[src/rtl/usb_rx_pkg.sv]
// Shared types and constants for the USB full-speed receive bit decoder.
package usb_rx_pkg;

  typedef enum logic [2:0] {
    IDLE = 3'd0,
    SYNC = 3'd1,
    DATA = 3'd2,
    EOP  = 3'd3,
    ERR  = 3'd4
  } rx_state_t;

  // Encoded directly as {D+, D-} so a bus line maps onto a literal
  typedef enum logic [1:0] {
    SE0 = 2'b00,
    K   = 2'b01,
    J   = 2'b10,
    SE1 = 2'b11
  } line_state_t;

  localparam logic [7:0] SYNC_PATTERN = 8'h80;
  localparam logic [2:0] STUFF_LIMIT  = 3'd6;

  function automatic line_state_t decode_line(input logic dp, input logic dm);
    return line_state_t'({dp, dm});
  endfunction

endpackage

[src/rtl/rx_nrzi_unstuff.sv]
// NRZI decoder and ones counter for the USB receive path.
// Optional macro RX_STUFF_ERR_EN adds the stuffViol_o output flagging a
// 1 where a stuff bit was due; without it the stuff bit is dropped silently.
module rx_nrzi_unstuff
  import usb_rx_pkg::*;
(
  input  logic       clk,
  input  logic       n_rst,
  input  logic       strobe_i,
  input  logic [1:0] line_i,
  input  logic       idle_i,
  input  logic       dataMode_i,
  output logic       bit_o,
  output logic       bitValid_o
`ifdef RX_STUFF_ERR_EN
  ,
  output logic       stuffViol_o
`endif
);

  line_state_t line;
  line_state_t prevLevel_q, prevLevel_d;
  logic [2:0]  ones_q, ones_d;
  logic        isJK;
  logic        atStuff;

  assign line    = line_state_t'(line_i);
  assign isJK    = (line == J) || (line == K);
  assign atStuff = dataMode_i && (ones_q == STUFF_LIMIT);

  // A repeated level decodes as 1, a transition as 0
  assign bit_o      = (line == prevLevel_q);
  assign bitValid_o = strobe_i && isJK && !atStuff;

`ifdef RX_STUFF_ERR_EN
  assign stuffViol_o = strobe_i && isJK && atStuff && bit_o;
`endif

  // Track the last J/K level (held at J while idle) and the run of decoded 1s in DATA
  always_comb begin
    prevLevel_d = prevLevel_q;
    ones_d      = ones_q;
    if (strobe_i && isJK) begin
      prevLevel_d = line;
    end else if (idle_i) begin
      prevLevel_d = J;
    end
    if (!dataMode_i) begin
      ones_d = 3'd0;
    end else if (strobe_i && isJK) begin
      if (atStuff || !bit_o) begin
        ones_d = 3'd0;
      end else begin
        ones_d = ones_q + 3'd1;
      end
    end
  end

  // Register the previous level and ones count
  always_ff @(posedge clk or negedge n_rst) begin
    if (!n_rst) begin
      prevLevel_q <= J;
      ones_q      <= 3'd0;
    end else begin
      prevLevel_q <= prevLevel_d;
      ones_q      <= ones_d;
    end
  end

endmodule

[src/rtl/usb_rx_bit_decoder.sv]
// USB full-speed receive bit decoder: SYNC detection, byte assembly,
// EOP detection and error recovery around the NRZI/unstuff front end.
// Optional macro RX_STUFF_ERR_EN enables the bit-stuff violation check
// and the rx_stuff_err pulse; otherwise rx_stuff_err is tied low.
module usb_rx_bit_decoder
  import usb_rx_pkg::*;
(
  input  logic       clk,
  input  logic       n_rst,
  input  logic       dp_sync,
  input  logic       dm_sync,
  input  logic       sample_strobe,
  input  logic       rx_en,
  output logic [7:0] rx_data,
  output logic       rx_byte_valid,
  output logic       rx_active,
  output logic       rx_eop,
  output logic       rx_align_err,
  output logic       rx_stuff_err
);

  line_state_t line;
  logic        strobe;
  logic        nrziBit;
  logic        bitValid;
  logic        stuffViol;

  rx_state_t   state_q, state_d;
  logic [7:0]  shift_q, shift_d;
  logic [3:0]  syncCnt_q, syncCnt_d;
  logic [2:0]  bitCnt_q, bitCnt_d;
  logic        eopSecond_q, eopSecond_d;
  logic [1:0]  se0Run_q, se0Run_d;
  logic [2:0]  jRun_q, jRun_d;
  logic [7:0]  rxData_q, rxData_d;
  logic        byteValid_q, byteValid_d;
  logic        active_q, active_d;
  logic        eop_q, eop_d;
  logic        alignErr_q, alignErr_d;
  logic        stuffErr_q, stuffErr_d;

  assign line   = decode_line(dp_sync, dm_sync);
  assign strobe = sample_strobe && rx_en;

  rx_nrzi_unstuff u_nrzi (
    .clk        (clk),
    .n_rst      (n_rst),
    .strobe_i   (strobe),
    .line_i     ({dp_sync, dm_sync}),
    .idle_i     (state_q == IDLE),
    .dataMode_i (state_q == DATA),
    .bit_o      (nrziBit),
    .bitValid_o (bitValid)
`ifdef RX_STUFF_ERR_EN
    ,
    .stuffViol_o(stuffViol)
`endif
  );

`ifndef RX_STUFF_ERR_EN
  assign stuffViol = 1'b0;
`endif

  // Next-state logic: receive FSM, shift register, counters and output pulses
  always_comb begin
    state_d     = state_q;
    shift_d     = shift_q;
    syncCnt_d   = syncCnt_q;
    bitCnt_d    = bitCnt_q;
    eopSecond_d = eopSecond_q;
    se0Run_d    = se0Run_q;
    jRun_d      = jRun_q;
    rxData_d    = rxData_q;
    byteValid_d = 1'b0;
    eop_d       = 1'b0;
    alignErr_d  = 1'b0;
    stuffErr_d  = 1'b0;

    if (!rx_en) begin
      state_d     = IDLE;
      syncCnt_d   = 4'd0;
      bitCnt_d    = 3'd0;
      eopSecond_d = 1'b0;
      se0Run_d    = 2'd0;
      jRun_d      = 3'd0;
    end else if (strobe) begin
      unique case (state_q)
        IDLE: begin
          if (line == K) begin
            state_d   = SYNC;
            shift_d   = 8'h00;
            syncCnt_d = 4'd1;
          end
        end
        SYNC: begin
          if (line == SE1) begin
            state_d = ERR;
          end else if (line == SE0) begin
            state_d = IDLE;
          end else begin
            shift_d   = {nrziBit, shift_q[7:1]};
            syncCnt_d = syncCnt_q + 4'd1;
            if (shift_d == SYNC_PATTERN) begin
              state_d  = DATA;
              bitCnt_d = 3'd0;
            end else if (syncCnt_q >= 4'd8) begin
              state_d = IDLE;
            end
          end
        end
        DATA: begin
          if (line == SE1) begin
            state_d = ERR;
          end else if (line == SE0) begin
            state_d     = EOP;
            eopSecond_d = 1'b0;
          end else if (stuffViol) begin
            state_d    = ERR;
            stuffErr_d = 1'b1;
          end else if (bitValid) begin
            shift_d  = {nrziBit, shift_q[7:1]};
            bitCnt_d = bitCnt_q + 3'd1;
            if (bitCnt_q == 3'd7) begin
              rxData_d    = shift_d;
              byteValid_d = 1'b1;
            end
          end
        end
        EOP: begin
          if (line == SE0 && !eopSecond_q) begin
            eopSecond_d = 1'b1;
          end else if (line == J && eopSecond_q) begin
            state_d    = IDLE;
            eop_d      = 1'b1;
            alignErr_d = (bitCnt_q != 3'd0);
          end else begin
            state_d = ERR;
          end
        end
        ERR: begin
          if (line == SE0) begin
            se0Run_d = (se0Run_q == 2'd2) ? 2'd2 : se0Run_q + 2'd1;
            jRun_d   = 3'd0;
          end else if (line == J) begin
            se0Run_d = 2'd0;
            if (se0Run_q == 2'd2 || jRun_q == 3'd6) begin
              state_d = IDLE;
              jRun_d  = 3'd0;
            end else begin
              jRun_d = jRun_q + 3'd1;
            end
          end else begin
            se0Run_d = 2'd0;
            jRun_d   = 3'd0;
          end
        end
        default: state_d = IDLE;
      endcase

      if (state_d == ERR && state_q != ERR) begin
        se0Run_d = 2'd0;
        jRun_d   = 3'd0;
      end
    end

    active_d = (state_d == DATA) || (state_d == EOP);
  end

  // State and registered outputs
  always_ff @(posedge clk or negedge n_rst) begin
    if (!n_rst) begin
      state_q     <= IDLE;
      shift_q     <= 8'h00;
      syncCnt_q   <= 4'd0;
      bitCnt_q    <= 3'd0;
      eopSecond_q <= 1'b0;
      se0Run_q    <= 2'd0;
      jRun_q      <= 3'd0;
      rxData_q    <= 8'h00;
      byteValid_q <= 1'b0;
      active_q    <= 1'b0;
      eop_q       <= 1'b0;
      alignErr_q  <= 1'b0;
      stuffErr_q  <= 1'b0;
    end else begin
      state_q     <= state_d;
      shift_q     <= shift_d;
      syncCnt_q   <= syncCnt_d;
      bitCnt_q    <= bitCnt_d;
      eopSecond_q <= eopSecond_d;
      se0Run_q    <= se0Run_d;
      jRun_q      <= jRun_d;
      rxData_q    <= rxData_d;
      byteValid_q <= byteValid_d;
      active_q    <= active_d;
      eop_q       <= eop_d;
      alignErr_q  <= alignErr_d;
      stuffErr_q  <= stuffErr_d;
    end
  end

  assign rx_data       = rxData_q;
  assign rx_byte_valid = byteValid_q;
  assign rx_active     = active_q;
  assign rx_eop        = eop_q;
  assign rx_align_err  = alignErr_q;
`ifdef RX_STUFF_ERR_EN
  assign rx_stuff_err  = stuffErr_q;
`else
  assign rx_stuff_err  = 1'b0;
`endif

endmodule

[config.mk]
export PLATFORM = sky130hd
export DESIGN_NAME = usb_rx_bit_decoder
export DESIGN_NICKNAME = d
export VERILOG_FILES = /design/src/rtl/usb_rx_pkg.sv /design/src/rtl/rx_nrzi_unstuff.sv /design/src/rtl/usb_rx_bit_decoder.sv
export SDC_FILE = /design/constraint.sdc
export NUM_CORES = 1
export LEC_CHECK = 0
export CAP_MARGIN = 0
export CORE_MARGIN = 1.5
export CORE_UTILIZATION = 39
export CTS_CLUSTER_DIAMETER = 40
export DETAILED_ROUTE_END_ITERATION = 10
export GPL_ROUTABILITY_DRIVEN = 0
export HOLD_SLACK_MARGIN = 0.02
export SETUP_SLACK_MARGIN = 0.1
export SLEW_MARGIN = 20
export SYNTH_ARGS = -nofsm -noshare
export SYNTH_HDL_FRONTEND = slang
export SYNTH_SLANG_ARGS = --single-unit
[constraint.sdc]
create_clock -name clk -period 2 [get_ports clk]
set_input_delay 0.5 -clock clk [delete_from_list [all_inputs] [get_ports clk]]
set_output_delay 0.5 -clock clk [all_outputs]
set_load 0.05 [all_outputs]
==> summary.txt, run 1 <==
Run status
  • Status: finished clean

Routing
  • 1st-pass router iterations: 6
  • Routed len/inst: 15.1 um
  • Routed wire length: 5.34 mm
  • Top sig layer: met4
  • Vias per inst: 5.40
  • Post-DRT Antenna Nets: 0
  • Met3 routed WL: 127 um
  • Via count: 1912
  • Starting DRC count in detailed routing: 132
  • Met1 Wirelength: 2.57 mm
  • Met2 wire len: 2.56 mm
  • DR DRC count: 0

Timing
  • Worst Clk Skew: 0.00243 ns
  • Accumulated negative setup slack: 0 ns
  • Fin crit share: 0.910
  • Pins Over Slew Limit: 0
  • Setup violators final: 0
  • Peak Freq: 0.549 GHz
  • Hold Vio Cnt, Final: 0
  • Final WS setup: 0.180 ns
  • Min Tclk post-route: 1.82 ns
  • RSZ-0062 raised after global routing: yes

Worst setup path
  • Slowest cell delay on critical path: 0.55 ns
  • Max Fanout on Critical Path: 11
  • Worst R2R Path Depth: 4
  • Crit path depth: 4
  • Slowest cell on crit path: dfrtp_1
  • Reg2reg end: state_q[0]$_DFF_PN0_
  • Critical path cell sequence: buf_4 > or4_1 > o31a_1 > o21ai_0
  • Worst R2R Setup Slack: 0.18 ns
  • Crit end category: flip-flop
  • R2R Path Start: state_q[2]$_DFF_PN0_
  • Buffer and inverter count on the worst path: 1
  • Setup crit start kind: flip-flop
  • WS Path Type: reg2reg
  • Worst setup path end: state_q[0]$_DFF_PN0_
  • Setup crit start: state_q[2]$_DFF_PN0_
  • Crit-path leading delay family: flip-flops
  • Worst EP arrival: 2.04 ns
  • Worst endpoint required time: 2.22 ns

Place
  • # port buffers: 17
  • Pre-CTS setup slack: -0.516 ns
  • Dpl hpwl: 3.94 mm
  • Cells after DPL: 346

Clock network
  • Post-CTS Setup Bufs: 0
  • Clk_lat worst skew: 0.30 ns
  • Clk sinks: 40
  • Hold_buf cts: 0
  • Worst-path clk slew: 0.08 ns
  • Num CTS Buffers: 5
  • CTS tree: done
  • H-tree levels: 2
  • Clk root buf: clkbuf_8
  • Max clock buf depth: 2

Power and ir drop
  • Clk pwr share: 0.384
  • Comb power frac: 0.148
  • Psw: 0.472 mW
  • Pint: 1.30 mW
  • Power Dens Cells: 588 mW/mm2
  • Sequential share of power: 0.468
  • Leak pwr: 1.44 nW
  • Peak supply drop: 0.000341 V
  • Total chip power: 1.78 mW
  • Sw frac: 0.265

Synth
  • Post-synthesis sequential area ratio: 0.434
  • Largest family of logic cells by synthesized area: simple AND/OR/NAND/NOR gates
  • Synthesized instance count: 225
  • Cell variety after synth: 58
  • Yosys reg bits: 40
  • Synth Area in Adders: 0.0813
  • Top cell type's share of synthesized area: 0.423
  • Xor and xnor fraction of the mapped netlist area: 0.0114
  • Top_reg_cell synth: dfrtp_1
  • Post-synthesis mux area share: 0.0547
  • Mapped cell area: 0.00231 mm2
  • Ys Warns: 0
  • Mapped Nets: 246
  • Area contributors post-synth: dfrtp_1 (42%), ha_1 (8.1%), mux2_2 (4.4%), a22o_1 (3.8%), inv_1 (2.8%)
  • Post-synthesis compound-gate area fraction: 0.172
  • Most instantiated library cell after synthesis: dfrtp_1
  • Post-synth EDFFs: 0
  • Synth cell count leaders: dfrtp_1 (39), inv_1 (17), ha_1 (15), nand2_1 (14)
  • Post-synth top area cell: dfrtp_1
  • FFs w/ async S/R, synth: 1.00
  • Simple-Gate Fraction of Synth Area: 0.192
  • Mean area per synthesized cell: 10.3 um2

Layout
  • FILL cells: 519
  • Share of layout cells above drive strength 1: 0.309
  • Footprint of the multi-input gates: 0.00129 mm2
  • Antenna diodes: 0
  • Nets: 302
  • Final cell count without fillers: 354
  • Register area: 0.00100 mm2
  • P&R area growth vs syn: 30.8%
  • Final core utilization: 0.539

Die
  • Ports: 19
  • Starting density of the core: 0.412
  • Core ar.: 0.00561 mm2
  • Full die area: 0.00639 mm2
  • Die Wd: 80.0 um
  • Site Rows: 27
  • Height of the die: 80.0 um

Min path
  • Hold crit path type: in2async

GRT
  • Grt ovf: 0
  • First-pass GRT wire length: 9.27 mm
  • Largest net degree at the start of global routing: 18
  • GRT Util Overall: 0.189
  • Vias in the first global route: 1941
  • Initial antenna violation count: 0

Flow run
  • Maxcap violations: 0
[flip-flops by register name, indices dropped and copies added, names as in the netlist, 3 cells and up]
signal,flops
shift_q,7
rx_data,8
state_q,3
jRun_q,3
u_nrzi.ones_q,3
syncCnt_q,4
bitCnt_q,3
[cells by family (layout without fill, tap and decap cells)]
family | count (synthesis) | after routing
AND/OR/NAND/NOR | 76 | 76
XOR/XNOR | 3 | 3
multiplexers | 11 | 11
adder cells (fa/ha/maj) | 15 | 15
other | 1 | 1
AO/OA/AOI/OAI | 52 | 52
buffers and inverters | 27 | 84
flip-flops | 40 | 40
[power by group through the flow]
stage / Sequential, mW / Clock, mW / Combinational [mW]
after floorplan: 0.846 / 0 / 0.124
after global placement: 0.847 / 0 / 0.241
after detailed placement: 0.847 / 0 / 0.244
after CTS: 0.831 / 0.694 / 0.254
after global routing: 0.833 / 0.734 / 0.289
final: 0.831 / 0.683 / 0.262
[per-layer routing]
layer / vias up / GRT usage
met5: - / 0
met4: 0 / 0.0672
met3: 6 / 0.0309
met2: 27 / 0.300
met1: 949 / 0.258
li1: 930 / -
[area by class of cell]
class / count / share of cell area
Clock inverter: 3 / 0.0141
Timing Repair Buffer: 59 / 0.153
Multi-Input combinational cell: 158 / 0.427
Sequential cell: 40 / 0.332
Clock buffer: 5 / 0.0228
Inverter: 17 / 0.0211
Tap cell: 72 / 0.0298
[worst min-delay path by stage]
stage	cells past startpoint	slack, ns	end
final	1	0.04	rx_data[0]$_DFFE_PN0P_
after floorplan	0	0.20	bitCnt_q[0]$_DFFE_PN0P_
after global routing	1	0.05	rx_data[0]$_DFFE_PN0P_
after global placement	1	0.39	rx_data[0]$_DFFE_PN0P_
after CTS	1	0.05	rx_data[0]$_DFFE_PN0P_
after detailed placement	1	0.38	rx_data[0]$_DFFE_PN0P_
[worst register-to-register path, cell delays in order, from the launching register on]
cell and delay [ns]:
dfrtp_1 0.55, buf_4 0.25, or4_1 0.51, o31a_1 0.25, o21ai_0 0.17
[cell usage in the layout (no fill, tap or decap), types with 3 or more instances in the layout]
| master | n |
|---|---|
| buf_4 | 41 |
| dfrtp_1 | 38 |
| inv_1 | 17 |
| nand2_1 | 14 |
| ha_1 | 13 |
| dlygate4sd2_1 | 11 |
| nor2_1 | 10 |
| a22o_1 | 10 |
| mux2_2 | 9 |
| nand3_1 | 7 |
| a21oi_1 | 6 |
| o31ai_1 | 6 |
| o21ai_0 | 5 |
| nand2b_1 | 5 |
| nor3_1 | 5 |
| clkbuf_8 | 5 |
| nor2b_1 | 4 |
| nor3b_1 | 4 |
| xor2_1 | 3 |
[per-stage QoR]
| step | hold slack (ns) | instance area, um2 |
|---|---|---|
| 6_report | 0.0393 | 3020 |
| 5_1_grt | 0.0477 | 3020 |
| 4_1_cts | 0.0499 | 2970 |
| 3_5_place_dp | 0.380 | 2830 |
| 3_3_place_gp | 0.390 | 2830 |
| 2_1_floorplan | 0.204 | 2320 |
[timing repair]
item,4_1_cts,5_1_grt
pin swaps,4,2
resized for setup,22,14
setup endpoints to repair,45,30
Power figures use the tool's default switching activity.
==> run 2, diff against run 1 <==
- SYNTH_HIERARCHICAL: not set -> 1
==> run 2 against run 1 <==
Effect of this change: utilization rose by 2.1 points; maximum frequency decreased by 9.3%; area after synthesis up 7.5%; sequential share of layout area down 3.5 points; clock power is 2% lower; hold slack better by 0.12 ns; die area increased by 7.2%; synthesized cell count grew 8.0%; critical path depth is 5 higher; sequential power up 0.8%; the run now ends with negative setup slack left; register-to-register slack worse by 0.19 ns.
==> summary.txt, run 2 <==
Run status
  • Status: complete, but fails checks
  • Failing checks: negative setup slack

Synth
  • Post-synth EDFFs: 0
  • Ys Warns: 6
  • Simple-Gate Fraction of Synth Area: 0.183
  • Mean area per synthesized cell: 10.2 um2
  • Most instantiated library cell after synthesis: dfrtp_1
  • Top_reg_cell synth: dfrtp_1
  • FFs w/ async S/R, synth: 1.00
  • Mapped Nets: 264
  • Synthesized instance count: 243
  • Largest family of logic cells by synthesized area: simple AND/OR/NAND/NOR gates
  • Post-synth top area cell: dfrtp_1
  • Synth Area in Adders: 0.0756
  • Post-synthesis compound-gate area fraction: 0.126
  • Top cell type's share of synthesized area: 0.393
  • Mapped cell area: 0.00248 mm2
  • Cell variety after synth: 60
  • Xor and xnor fraction of the mapped netlist area: 0.0267
  • Synth cell count leaders: dfrtp_1 (39), inv_1 (24), nand2_1 (22), ha_1 (15), mux2i_1 (13)
  • Area contributors post-synth: dfrtp_1 (39%), ha_1 (7.6%), mux2i_1 (5.2%), mux2_2 (4.5%), inv_1 (3.6%)
  • Yosys reg bits: 40
  • Post-synthesis mux area share: 0.116
  • Post-synthesis sequential area ratio: 0.404

Timing
  • Min Tclk post-route: 2.01 ns
  • Pins Over Slew Limit: 0
  • Peak Freq: 0.498 GHz
  • Final WS setup: -0.00604 ns
  • Hold Vio Cnt, Final: 0
  • RSZ-0062 raised after global routing: yes
  • Worst Clk Skew: 0.00563 ns
  • Setup violators final: 1
  • Fin crit share: 1.00

Die
  • Height of the die: 82.8 um
  • Core ar.: 0.00603 mm2
  • Die Wd: 82.8 um
  • Site Rows: 28
  • Starting density of the core: 0.412
  • Ports: 19
  • Full die area: 0.00686 mm2

Worst setup path
  • Setup crit start kind: flip-flop
  • Slowest cell delay on critical path: 0.42 ns
  • WS Path Type: reg2reg
  • Crit end category: flip-flop
  • Worst R2R Setup Slack: -0.006 ns
  • Critical path cell sequence: ha_4 > nand3_2 > nand3_2 > inv_2 > nand3b_4 > a21o_1 > a2111oi_4 > buf_4 > mux2_4
  • Crit-path leading delay family: compound AO/OA/AOI/OAI gates
  • Max Fanout on Critical Path: 5
  • Critical Path Most Common Cell: nand3_2
  • Slowest cell on crit path: dfrtp_1
  • Worst endpoint required time: 2.19 ns
  • Buffer and inverter count on the worst path: 2
  • Worst EP arrival: 2.19 ns

GRT
  • Vias in the first global route: 1977
  • Grt ovf: 0
  • First-pass GRT wire length: 9.06 mm
  • Initial antenna violation count: 0
  • GRT Util Overall: 0.164
  • Largest net degree at the start of global routing: 41

Layout
  • P&R area growth vs syn: 35.7%
  • Share of layout cells above drive strength 1: 0.389
  • Max FFs per register: 8
  • Final core utilization: 0.559
  • Nets: 334
  • Commonest non-fill, non-tap cell in the layout: buf_4
  • Final cell count without fillers: 389
  • Most frequent cells in the layout: buf_4 (60), dfrtp_1 (38), inv_1 (21), nand2_1 (21), ha_1 (14)
  • Antenna diodes: 0

Routing
  • DR DRC count: 0
  • Via count: 1998
  • Routed len/inst: 14.4 um
  • 1st-pass router iterations: 4
  • Starting DRC count in detailed routing: 92
  • Post-DRT Antenna Nets: 0
  • Routed wire length: 5.59 mm
  • Vias per inst: 5.14

Place
  • # port buffers: 17
  • Cells after DPL: 370
  • Dpl hpwl: 3.96 mm
  • Pre-CTS setup slack: -0.774 ns

Clock network
  • Clk_lat worst skew: 0.30 ns
  • CTS tree: done
  • Worst-path clk slew: 0.08 ns
  • H-tree levels: 2
  • Max clock buf depth: 2
  • Clk sinks: 40
  • Clk root buf: clkbuf_8
  • Num CTS Buffers: 5

Power and ir drop
  • Power Dens Cells: 527 mW/mm2
  • Peak supply drop: 0.000324 V
  • Leak pwr: 1.62 nW
  • Total chip power: 1.78 mW

Flow run
  • Maxcap violations: 0

Min path
  • Hold crit path type: in2async
run 2: cell count changes after synthesis, moves of 4 or more:
cell / before / now
mux2i_1: 1 / 13
a22o_1: 10 / 1
nand2_1: 14 / 22
inv_1: 17 / 24
clkbuf_1: 2 / 7
buf_2: 5 / 1
o211ai_1: 1 / 5
o31ai_1: 6 / 2
run 2: through the flow:
| stage | setup TNS [ns] | cell area [um2] | hold WS (ns) |
|---|---|---|---|
| finish | -0.00604 | 3370 | 0.158 |
| CTS | -0.000884 | 3260 | 0.166 |
| detailed placement | -20.56 | 3080 | 0.470 |
| global route | -0.357 | 3370 | 0.176 |
| global placement | -19.52 | 3080 | 0.464 |
| floorplan | -1.75 | 2530 | 0.204 |
run 2: cell type report:
| type | count | area [um2] |
|---|---|---|
| well taps | 75 | 93.8 |
| clock inverters | 3 | 42.5 |
| inverters | 24 | 90.1 |
| repair buffers | 76 | 607 |
| flip-flops and latches | 40 | 1000 |
| fillers | 553 | 2660 |
| clock buffers | 5 | 68.8 |
| multi-input cells | 166 | 1470 |
run 2: what timing repair did:
item | CTS | global route
pin swaps | 2 | 6
endpoints found under the setup margin | 41 | 25
hold buffers | 0 | 0
gates resized for setup | 31 | 14
setup buffers | 6 | 5
run 2: worst register-to-register path, stage by stage, from the launching register on:
cell and delay [ns]:
dfrtp_1 0.42, ha_4 0.18, nand3_2 0.07, nand3_2 0.08, inv_2 0.09, nand3b_4 0.07, a21o_1 0.18, a2111oi_4 0.28
buf_4 0.20, mux2_4 0.31
run 2: kinds of logic (layout without fill, tap and decap cells):
family | Yosys count | in the layout
fa+ha+maj | 15 | 15
simple gates | 78 | 78
compound gates | 41 | 41
flops | 40 | 40
xor+xnor | 5 | 5
buf+inv | 37 | 108
mux | 26 | 26
other cells | 1 | 1
run 2: where the power goes:
group / switching (mW) / leakage, nW / internal (mW)
Clock: 0.302 / 0.0541 / 0.369
Sequential: 0.0157 / 0.550 / 0.822
Combinational: 0.136 / 1.01 / 0.133
Total: 0.454 / 1.62 / 1.32
run 2: metal layers:
| metal | GRT usage | up-vias | share of wire |
|---|---|---|---|
| met1 | 0.224 | 962 | 0.49 |
| met2 | 0.262 | 35 | 0.47 |
| met5 | 0 | - | 0 |
| met3 | 0.0378 | 5 | 0.033 |
| li1 | - | 996 | - |
| met4 | 0.0424 | 0 | 0.0075 |
run 2: worst paths after layout:
check / from / to / cells after the start
setup / recovery: u_nrzi/ones_q[1]$_DFFE_PN0P_ / shift_q[4]$_DFFE_PN0P_ / 9
hold / removal: n_rst / syncCnt_q[2]$_DFFE_PN0P_ / 2
min in group clk: syncCnt_q[2]$_DFFE_PN0P_ / syncCnt_q[2]$_DFFE_PN0P_ / 1
setup reg to reg: u_nrzi/ones_q[1]$_DFFE_PN0P_ / shift_q[4]$_DFFE_PN0P_ / 9
hold reg to reg: syncCnt_q[2]$_DFFE_PN0P_ / syncCnt_q[2]$_DFFE_PN0P_ / 1
max in group asynchronous: n_rst / u_nrzi/prevLevel_q[1]$_DFFE_PN1P_ / 2
